## config.mk

```make
export PLATFORM = sky130hd
export DESIGN_NAME = factor_row_fetch_responder
export DESIGN_NICKNAME = d
export VERILOG_FILES = /design/src/rtl/factor_row_fetch_responder.sv
export SDC_FILE = /design/constraint.sdc
export NUM_CORES = 2
export LEC_CHECK = 0
export CAP_MARGIN = 30
export CORE_AREA = 2 2 664 666
export DETAILED_ROUTE_END_ITERATION = 6
export DIE_AREA = 0 0 666 668
export DONT_BUFFER_PORTS = 1
export GPL_TIMING_DRIVEN = 0
export PLACE_DENSITY_LB_ADDON = 0.3
export SETUP_SLACK_MARGIN = 0.2
export SYNTH_ARGS = -nofsm -noshare
export SYNTH_HDL_FRONTEND = slang
export SYNTH_SLANG_ARGS = --single-unit
```

## constraint.sdc

```tcl
create_clock -name clk -period 8.96 [get_ports clk]
set_clock_uncertainty 0.15 [all_clocks]
set_input_delay 0.896 -clock clk [delete_from_list [all_inputs] [get_ports clk]]
set_output_delay 0.896 -clock clk [all_outputs]
set_load 0.005 [all_outputs]
```

## src/rtl/factor_row_fetch_responder.sv

```systemverilog
// Factor-matrix row fetch responder: queues {row index per mode, compute id} requests,
// fetches one row per input mode over a shared read port and returns the tagged rows.
`timescale 1ns/1ps
module factor_row_fetch_responder #(
  parameter int TENSOR_DIMENSIONS      = 3,
  parameter int FACTOR_MATRIX_WIDTH    = 32,
  parameter int RANK_FACTOR_MATRIX     = 16,
  parameter int MODE_TENSOR_ADDR_WIDTH = 16,
  parameter int NUM_COMPUTE_UNITS      = 4,
  parameter int REQ_FIFO_DEPTH         = 4,
  parameter int MEM_ADDR_WIDTH         = 32,
  localparam int NM    = TENSOR_DIMENSIONS - 1,
  localparam int ROW_W = RANK_FACTOR_MATRIX * FACTOR_MATRIX_WIDTH,
  localparam int CID_W = $clog2(NUM_COMPUTE_UNITS) + 1
) (
  input  logic                                 clk,
  input  logic                                 rst,
  input  logic [NM-1:0]                        req_addr_en,
  input  logic [NM*MODE_TENSOR_ADDR_WIDTH-1:0] req_addr,
  input  logic [CID_W-1:0]                     req_compute_id,
  input  logic [NM*MEM_ADDR_WIDTH-1:0]         cfg_mode_base,
  output logic                                 mem_rd_req,
  output logic [MEM_ADDR_WIDTH-1:0]            mem_rd_addr,
  input  logic                                 mem_rd_gnt,
  input  logic                                 mem_rd_valid,
  input  logic [ROW_W-1:0]                     mem_rd_data,
  output logic [NM-1:0]                        rsp_factor_en,
  output logic [NM*ROW_W-1:0]                  rsp_factor_data,
  output logic [CID_W-1:0]                     rsp_compute_id,
  output logic                                 factor_data_ack,
  output logic                                 fifo_overflow,
  output logic                                 busy
);

  // state | meaning
  // IDLE  | waiting for a queued request; pops the FIFO head into the working register
  // ISSUE | read for mode m: request/address registered on the first cycle, held until granted
  // WAIT  | read outstanding; row captured into row[m] on mem_rd_valid
  // RESP  | all rows present; response outputs registered for the following cycle

  localparam int AW    = MODE_TENSOR_ADDR_WIDTH;
  localparam int MW    = MEM_ADDR_WIDTH;
  localparam int PTR_W = (REQ_FIFO_DEPTH > 1) ? $clog2(REQ_FIFO_DEPTH) : 1;
  localparam int CNT_W = PTR_W + 1;
  localparam int ENT_W = NM * AW + CID_W;
  localparam int M_W   = (NM > 1) ? $clog2(NM) : 1;
  localparam logic [CID_W-1:0] NO_ID  = CID_W'(NUM_COMPUTE_UNITS);
  localparam logic [M_W-1:0]   LAST_M = M_W'(NM - 1);

  typedef enum logic [1:0] {IDLE, ISSUE, WAIT, RESP} state_t;
  state_t state, state_nxt;

  logic [ENT_W-1:0] fifo_mem [REQ_FIFO_DEPTH];
  logic [PTR_W-1:0] wr_ptr, rd_ptr;
  logic [CNT_W-1:0] count;
  logic             req_valid, fifo_full, fifo_empty, push, pop;

  logic [NM*AW-1:0]    work_addr;
  logic [CID_W-1:0]    work_id;
  logic [M_W-1:0]      m;
  logic [NM*ROW_W-1:0] rows;
  logic [MW-1:0]       issue_addr;

  assign req_valid  = (&req_addr_en) && (req_compute_id < NO_ID);
  assign fifo_full  = (count == CNT_W'(REQ_FIFO_DEPTH));
  assign fifo_empty = (count == '0);
  // full is judged on the registered count, so a same-cycle pop never frees a slot
  assign push       = req_valid && !fifo_full;
  assign pop        = (state == IDLE) && !fifo_empty;
  assign busy       = !fifo_empty || (state != IDLE);
  assign issue_addr = cfg_mode_base[m*MW +: MW] + MW'(work_addr[m*AW +: AW]);

  always_ff @(posedge clk) begin
    if (push) fifo_mem[wr_ptr] <= {req_addr, req_compute_id};
  end

  always_ff @(posedge clk or negedge rst) begin
    if (!rst) begin
      wr_ptr        <= '0;
      rd_ptr        <= '0;
      count         <= '0;
      fifo_overflow <= 1'b0;
    end else begin
      if (push) wr_ptr <= wr_ptr + PTR_W'(1);
      if (pop)  rd_ptr <= rd_ptr + PTR_W'(1);
      unique case ({push, pop})
        2'b10:   count <= count + CNT_W'(1);
        2'b01:   count <= count - CNT_W'(1);
        default: ;
      endcase
      if (req_valid && fifo_full) fifo_overflow <= 1'b1;
    end
  end

  always_ff @(posedge clk or negedge rst) begin
    if (!rst) state <= IDLE;
    else      state <= state_nxt;
  end

  always_comb begin
    state_nxt = state;
    unique case (state)
      IDLE:    if (!fifo_empty) state_nxt = ISSUE;
      ISSUE:   if (mem_rd_req && mem_rd_gnt) state_nxt = WAIT;
      WAIT:    if (mem_rd_valid) state_nxt = (m == LAST_M) ? RESP : ISSUE;
      RESP:    state_nxt = IDLE;
      default: state_nxt = IDLE;
    endcase
  end

  always_ff @(posedge clk or negedge rst) begin
    if (!rst) begin
      work_addr       <= '0;
      work_id         <= NO_ID;
      m               <= '0;
      rows            <= '0;
      mem_rd_req      <= 1'b0;
      mem_rd_addr     <= '0;
      rsp_factor_en   <= '0;
      rsp_factor_data <= '0;
      rsp_compute_id  <= NO_ID;
      factor_data_ack <= 1'b0;
    end else begin
      if (pop) begin
        {work_addr, work_id} <= fifo_mem[rd_ptr];
        m                    <= '0;
      end
      // base is sampled once per read; address then holds through any grant stall
      if (state == ISSUE) begin
        if (!mem_rd_req) begin
          mem_rd_req  <= 1'b1;
          mem_rd_addr <= issue_addr;
        end else if (mem_rd_gnt) begin
          mem_rd_req  <= 1'b0;
        end
      end
      if ((state == WAIT) && mem_rd_valid) begin
        rows[m*ROW_W +: ROW_W] <= mem_rd_data;
        if (m != LAST_M) m <= m + M_W'(1);
      end
      rsp_factor_en   <= {NM{state == RESP}};
      factor_data_ack <= (state == RESP);
      rsp_compute_id  <= (state == RESP) ? work_id : NO_ID;
      if (state == RESP) rsp_factor_data <= rows;
    end
  end

endmodule

```

; ---- After elaboration in Yosys (flattened, before gate mapping)
; Memories as Yosys holds them, arrays and structs flattened. A register that Yosys moved wholly into a read port is not among the register bits.
; Cells that the tools add are included.
[word_totals]
reg_bits = 2097
ram_bits = 140
in_bits = 617
elab_cells = 68
mem_count = 1
[memory_table]
columns = name, words, word_bits, rd, rd_clocked_by_memory_dff, wr, line_no
row1 = fifo_mem, 4, 35, 1, 1, 1, 53  ; logic [ENT_W-1:0] fifo_mem [REQ_FIFO_DEPTH];
[classes]
addsub = 7
n_lt_le_gt_ge = 1
n_eq_ne = 9
shifts = 4
n_mux = 15
n_bitwise = 1
reduce_logical = 17
[ops]
columns = operator, n
row1 = $bwmux W1024, 1
row2 = $shift A512 B34 Y1024 const A, 1
row3 = $shiftx A512 B34 Y1024, 1
row4 = $shiftx A64 B7 Y32, 1
row5 = $neg A10 Y34, 1
row6 = $add A32 B16 Y32, 1
row7 = $shiftx A32 B6 Y16, 1
row8 = $mux W2, 4
row9 = $pmux W2 S4, 1
row10 = $mux W1, 7
row11 = $eq A2 B2 Y1 const B, 3
row12 = $logic_and A1 B1 Y1, 6
row13 = $ne A2 B2 Y1 const B, 3
row14 = $pmux W3 S2, 1
row15 = $add A2 B1 Y2 const B, 2
row16 = $eq A2 B1 Y1 const B, 2
row17 = $reduce_and A2 Y1, 2
row18 = $reduce_bool A2 Y1, 2
row19 = $add A3 B1 Y3 const B, 1
row20 = $eq A3 B3 Y1 const B, 1
row21 = $logic_not A1 Y1, 3
row22 = $logic_not A3 Y1, 1
row23 = $lt A3 B3 Y1 const B, 1
row24 = $mux W3, 1
row25 = 6 further kinds, 6

; ---- Longest topological paths before layout
[depth]
word_depth = 6
mapped_depth = 16

; ---- Worst setup path before layout
; Ideal clock, no wire load.
[synth_timing]
kind = flip-flop to flip-flop
startpoint = reg m
endpoint = reg mem_rd_addr[12]
arrival_time_ps = 3509
t_required_ps = 8677
slack_ps = 5168
stages_incl_launch_ff = 16
path_buffers = 5
synth_period_minus_slack_ps = 3792
cell_sequence = dfrtp_1 -> buf_2 -> buf_4 -> buf_2 -> buf_2 -> buf_2 -> mux2_2 -> ha_1 -> fa_1 -> a21oi_1 -> o211ai_1 -> or2_2 -> a21o_1 -> a21boi_0 -> xor2_1 -> o21ai_0
[synth_between]
elab_chain_cells = 2
[synth_lines]
columns = item, line_no
row1 = "start, declared", 60  ; logic [M_W-1:0] m;
row2 = "start signal, assigned", 139  ; if (m != LAST_M) m <= m + M_W'(1);
row3 = $shiftx A64 B7 Y32 / $shiftx A32 B6 Y16 (equally long branches), 71  ; assign issue_addr = cfg_mode_base[m*MW +: MW] + MW'(work_addr[m*AW +: AW]);
row4 = $add A32 B16 Y32 *, 71
row5 = "end signal, assigned", 132  ; mem_rd_addr <= issue_addr;
row6 = "end, declared", 23  ; output logic [MEM_ADDR_WIDTH-1:0] mem_rd_addr,
; Every way passes the cells marked *; elsewhere a longest branch is shown, timed or not.
; A chain may end at the register's enable or synchronous reset.

==> flow_metrics.env <==
export IMPL_dieWidth_um=666
export IMPL_setup_tns_ps=0
export IMPL_post_drt_wl_per_cell_um=29.4
export IMPL_cts_sinks=2271
export IMPL_die_height_um=668
export IMPL_ir_worst_vdd_mv=0.176
export IMPL_rsz0062_at_grt="no"
export IMPL_ff2ff_path_depth=15
export IMPL_route_detailed_drc=0
export IMPL_netlist_area_leader_share_pct=62.1
export IMPL_drive_gt1_share_pct=20.7
export IMPL_ant_nets=0
export IMPL_synth_ff_type="dfrtp_1"
export IMPL_netlist_instances=7235
export IMPL_fill_cells=46100
export IMPL_setup_viol=0
export IMPL_cp_arrival_ps=5940
export IMPL_synthArstFlopShare_pct=93.8
export IMPL_vias_per_cell=4.16
export IMPL_power_mw=39.5
export IMPL_gr_total_overflow=0
export IMPL_cts_tree="built"
export IMPL_firstDrtPassIters=7
export IMPL_postCtsSetupBuffers=0
export IMPL_grt_pass1_wl_um=551000
export IMPL_grt_max_degree=302
export IMPL_period_minus_slack_ps=5220
export IMPL_numCtsBuffers=280
export IMPL_ctsHtreeMaxLevel=5
export IMPL_r2r_slack_ps=3830
export IMPL_gp_congestion=0.931
export IMPL_leakage_nw=52.1
export IMPL_yosysWarnings=0
export IMPL_worstPathMaxFanout=220
export IMPL_antenna_found_initial=175
export IMPL_regArea_mm2=0.0575
export IMPL_maxSlewHeadroom_pct=3.99
export IMPL_drt_total_wl_um=417000
export IMPL_drt_iter0_drc=4234
export IMPL_grt_total_usage_pct=18.1
export IMPL_clkLatencyLatePin_ps=910
export IMPL_r2r_end="mem_rd_addr[12]"
export IMPL_period_share_pct=58.3
export IMPL_hold_viol=0
export IMPL_clockBufferDepth=4
export IMPL_syn_to_final_growth_pct=27.1
export IMPL_cp_start_kind="input port"
export IMPL_r2r_start="m"
export IMPL_synthTopCellsByCount="nand2_1 (3235), dfrtp_1 (2129), mux2_2 (1059)"
export IMPL_nets=8759
export IMPL_run_status="complete, no violations"
export IMPL_power_density_mw_per_mm2=362
export IMPL_yosysTopAreaCell="dfrtp_1"
export IMPL_clk_pin_slew_ps=60
export IMPL_synth_fp_nets=7875
export IMPL_synth_most_common_cell="nand2_1"
export IMPL_fp_dieArea_mm2=0.445
export IMPL_hold_path_class="in -> reg"
export IMPL_synth_cell_types=56
export IMPL_io_buffers=0
export IMPL_maxCapViolations=0
export IMPL_end_kind="async pin"
export IMPL_worstSetupPathType="in -> async"
export IMPL_initial_core_util_pct=19.6
export IMPL_critPathLaunch="rst"
export IMPL_rows=243
export IMPL_crit_end="rsp_factor_data[904]"
export IMPL_root_buffer="clkbuf_16"
export IMPL_final_cell_area_mm2=0.109
export IMPL_synth_edff_count=140
export IMPL_finalMaxSlewViolations=0
export IMPL_seq_area_frac_synth_pct=67.1
export IMPL_multi_input_area_mm2=0.0266
export IMPL_hpwlAfterDp_um=337000
export IMPL_worst_slew_pin_slew_ps=1440
export IMPL_core_area_mm2=0.437
export IMPL_placed_cell_area_mm2=0.0939
export IMPL_io_pins=1682
export IMPL_synth_area_leaders="dfrtp_1 (62%), nand2_1 (14%), mux2_2 (14%), edfxtp_1 (4.9%), clkbuf_1 (1.1%)"
export IMPL_synth_avg_cell_area_um2=11.9
export IMPL_ys_ff_latch=2271
export IMPL_grt_pass1_vias=60400
export IMPL_critical_path_required_ps=9670
export IMPL_synth_area_mm2=0.0858
export IMPL_fmax_mhz=191
export IMPL_vias=58900
[metrics by stage]
| stage | setup WS (ps) | utilization (%) | cells | hold WS [ps] |
|---|---|---|---|---|
| 6_report | 3740 | 24.9 | 14200 | 127 |
| 5_1_grt | 3360 | 24.9 | 14100 | 69.7 |
| 4_1_cts | 3790 | 24.8 | 14100 | 7.57 |
| 3_5_place_dp | 3810 | 21.5 | 13000 | 297 |
| 3_3_place_gp | 1280 | 21.3 | 13000 | 289 |
| 2_1_floorplan | 5170 | - | 7235 | 283 |
[layout make-up]
cell class              instances  area share, %
well taps                    5757           6.61
plain buffers                 378           1.46
clock inverters               103           1.12
flip-flops and latches       2271           52.8
diodes                         67          0.154
inverters                      13         0.0448
repair buffers                602           6.07
clock buffers                 395           7.36
multi-input cells            4573           24.4
[where the power goes]
group / switching (mW) / internal (mW) / total [mW]
Clock: 4.80 / 6.76 / 11.6
Combinational: 5.24 / 3.72 / 8.96
Sequential: 4.56 / 14.4 / 18.9
[how the worst min path moves through the flow]
stage	startpoint	to	slack [ps]	cells past startpoint
floorplan	rows[1000]	rsp_factor_data[1000]	280	2
global placement	rows[79]	rsp_factor_data[79]	290	2
detailed placement	rows[706]	rsp_factor_data[706]	300	2
CTS	req_compute_id[2]	fifo_overflow	8	2
global route	req_compute_id[2]	fifo_overflow	70	2
finish	req_compute_id[2]	fifo_overflow	130	2
[layout by cell type (no fill, tap or decap), types with 11 or more instances in the layout]
cell type	instances
inv_1	11
a21oi_1	29
ha_1	21
xnor2_1	16
buf_16	22
nor2b_1	16
buf_2	112
mux2_2	1059
dlygate4sd3_1	550
diode_2	67
mux4_2	35
clkbuf_2	14
buf_1	15
clkinvlp_4	12
o21ai_0	34
buf_8	19
buf_12	11
nor2_1	19
inv_6	15
nand2_1	3234
clkbuf_16	283
edfxtp_1	140
clkinv_2	36
dfrtp_1	2129
clkbuf_1	293
clkbuf_8	52
xor2_1	13
bufinv_16	16
[critical path: stages]
cell           delay [ps]
dlygate4sd3_1         710
buf_16                490
buf_16                580
buf_16                740
buf_16                510
buf_16                630
[flip-flops by register name (all words and copies together) (netlist names)]
name             flops
fifo_mem           140
mem_rd_addr         32
fifo_overflow        1
rd_ptr               2
work_addr           32
m                    1
factor_data_ack      1
mem_rd_req           1
rows              1024
rsp_compute_id       3
count                3
rsp_factor_data   1024
wr_ptr               2
state                2
work_id              3
[kinds of logic after synthesis]
kind of cell    after synthesis  synth area share [%]
mux                        1097                  14.9
simple gates               3312                  14.7
xor+xnor                     29                 0.296
fa+ha+maj                    23                 0.353
flops                      2271                  67.1
buf+inv                     391                  1.90
compound gates              112                 0.840
[per-layer routing]
layer | GRT usage [%] | share of wire [%] | vias to the layer above
met5 | 0 | 0.058 | -
met4 | 5.11 | 3.1 | 36
met2 | 29.7 | 47 | 2257
met3 | 8.20 | 11 | 642
met1 | 21.3 | 39 | 30600
li1 | - | - | 25300
[what timing repair did]
| item | in CTS | in global routing |
|---|---|---|
| hold buffers | 551 | 0 |
| hold endpoints to repair | 1463 | 0 |
| resized for setup | 0 | 0 |
(Power assumes the default switching activity.)
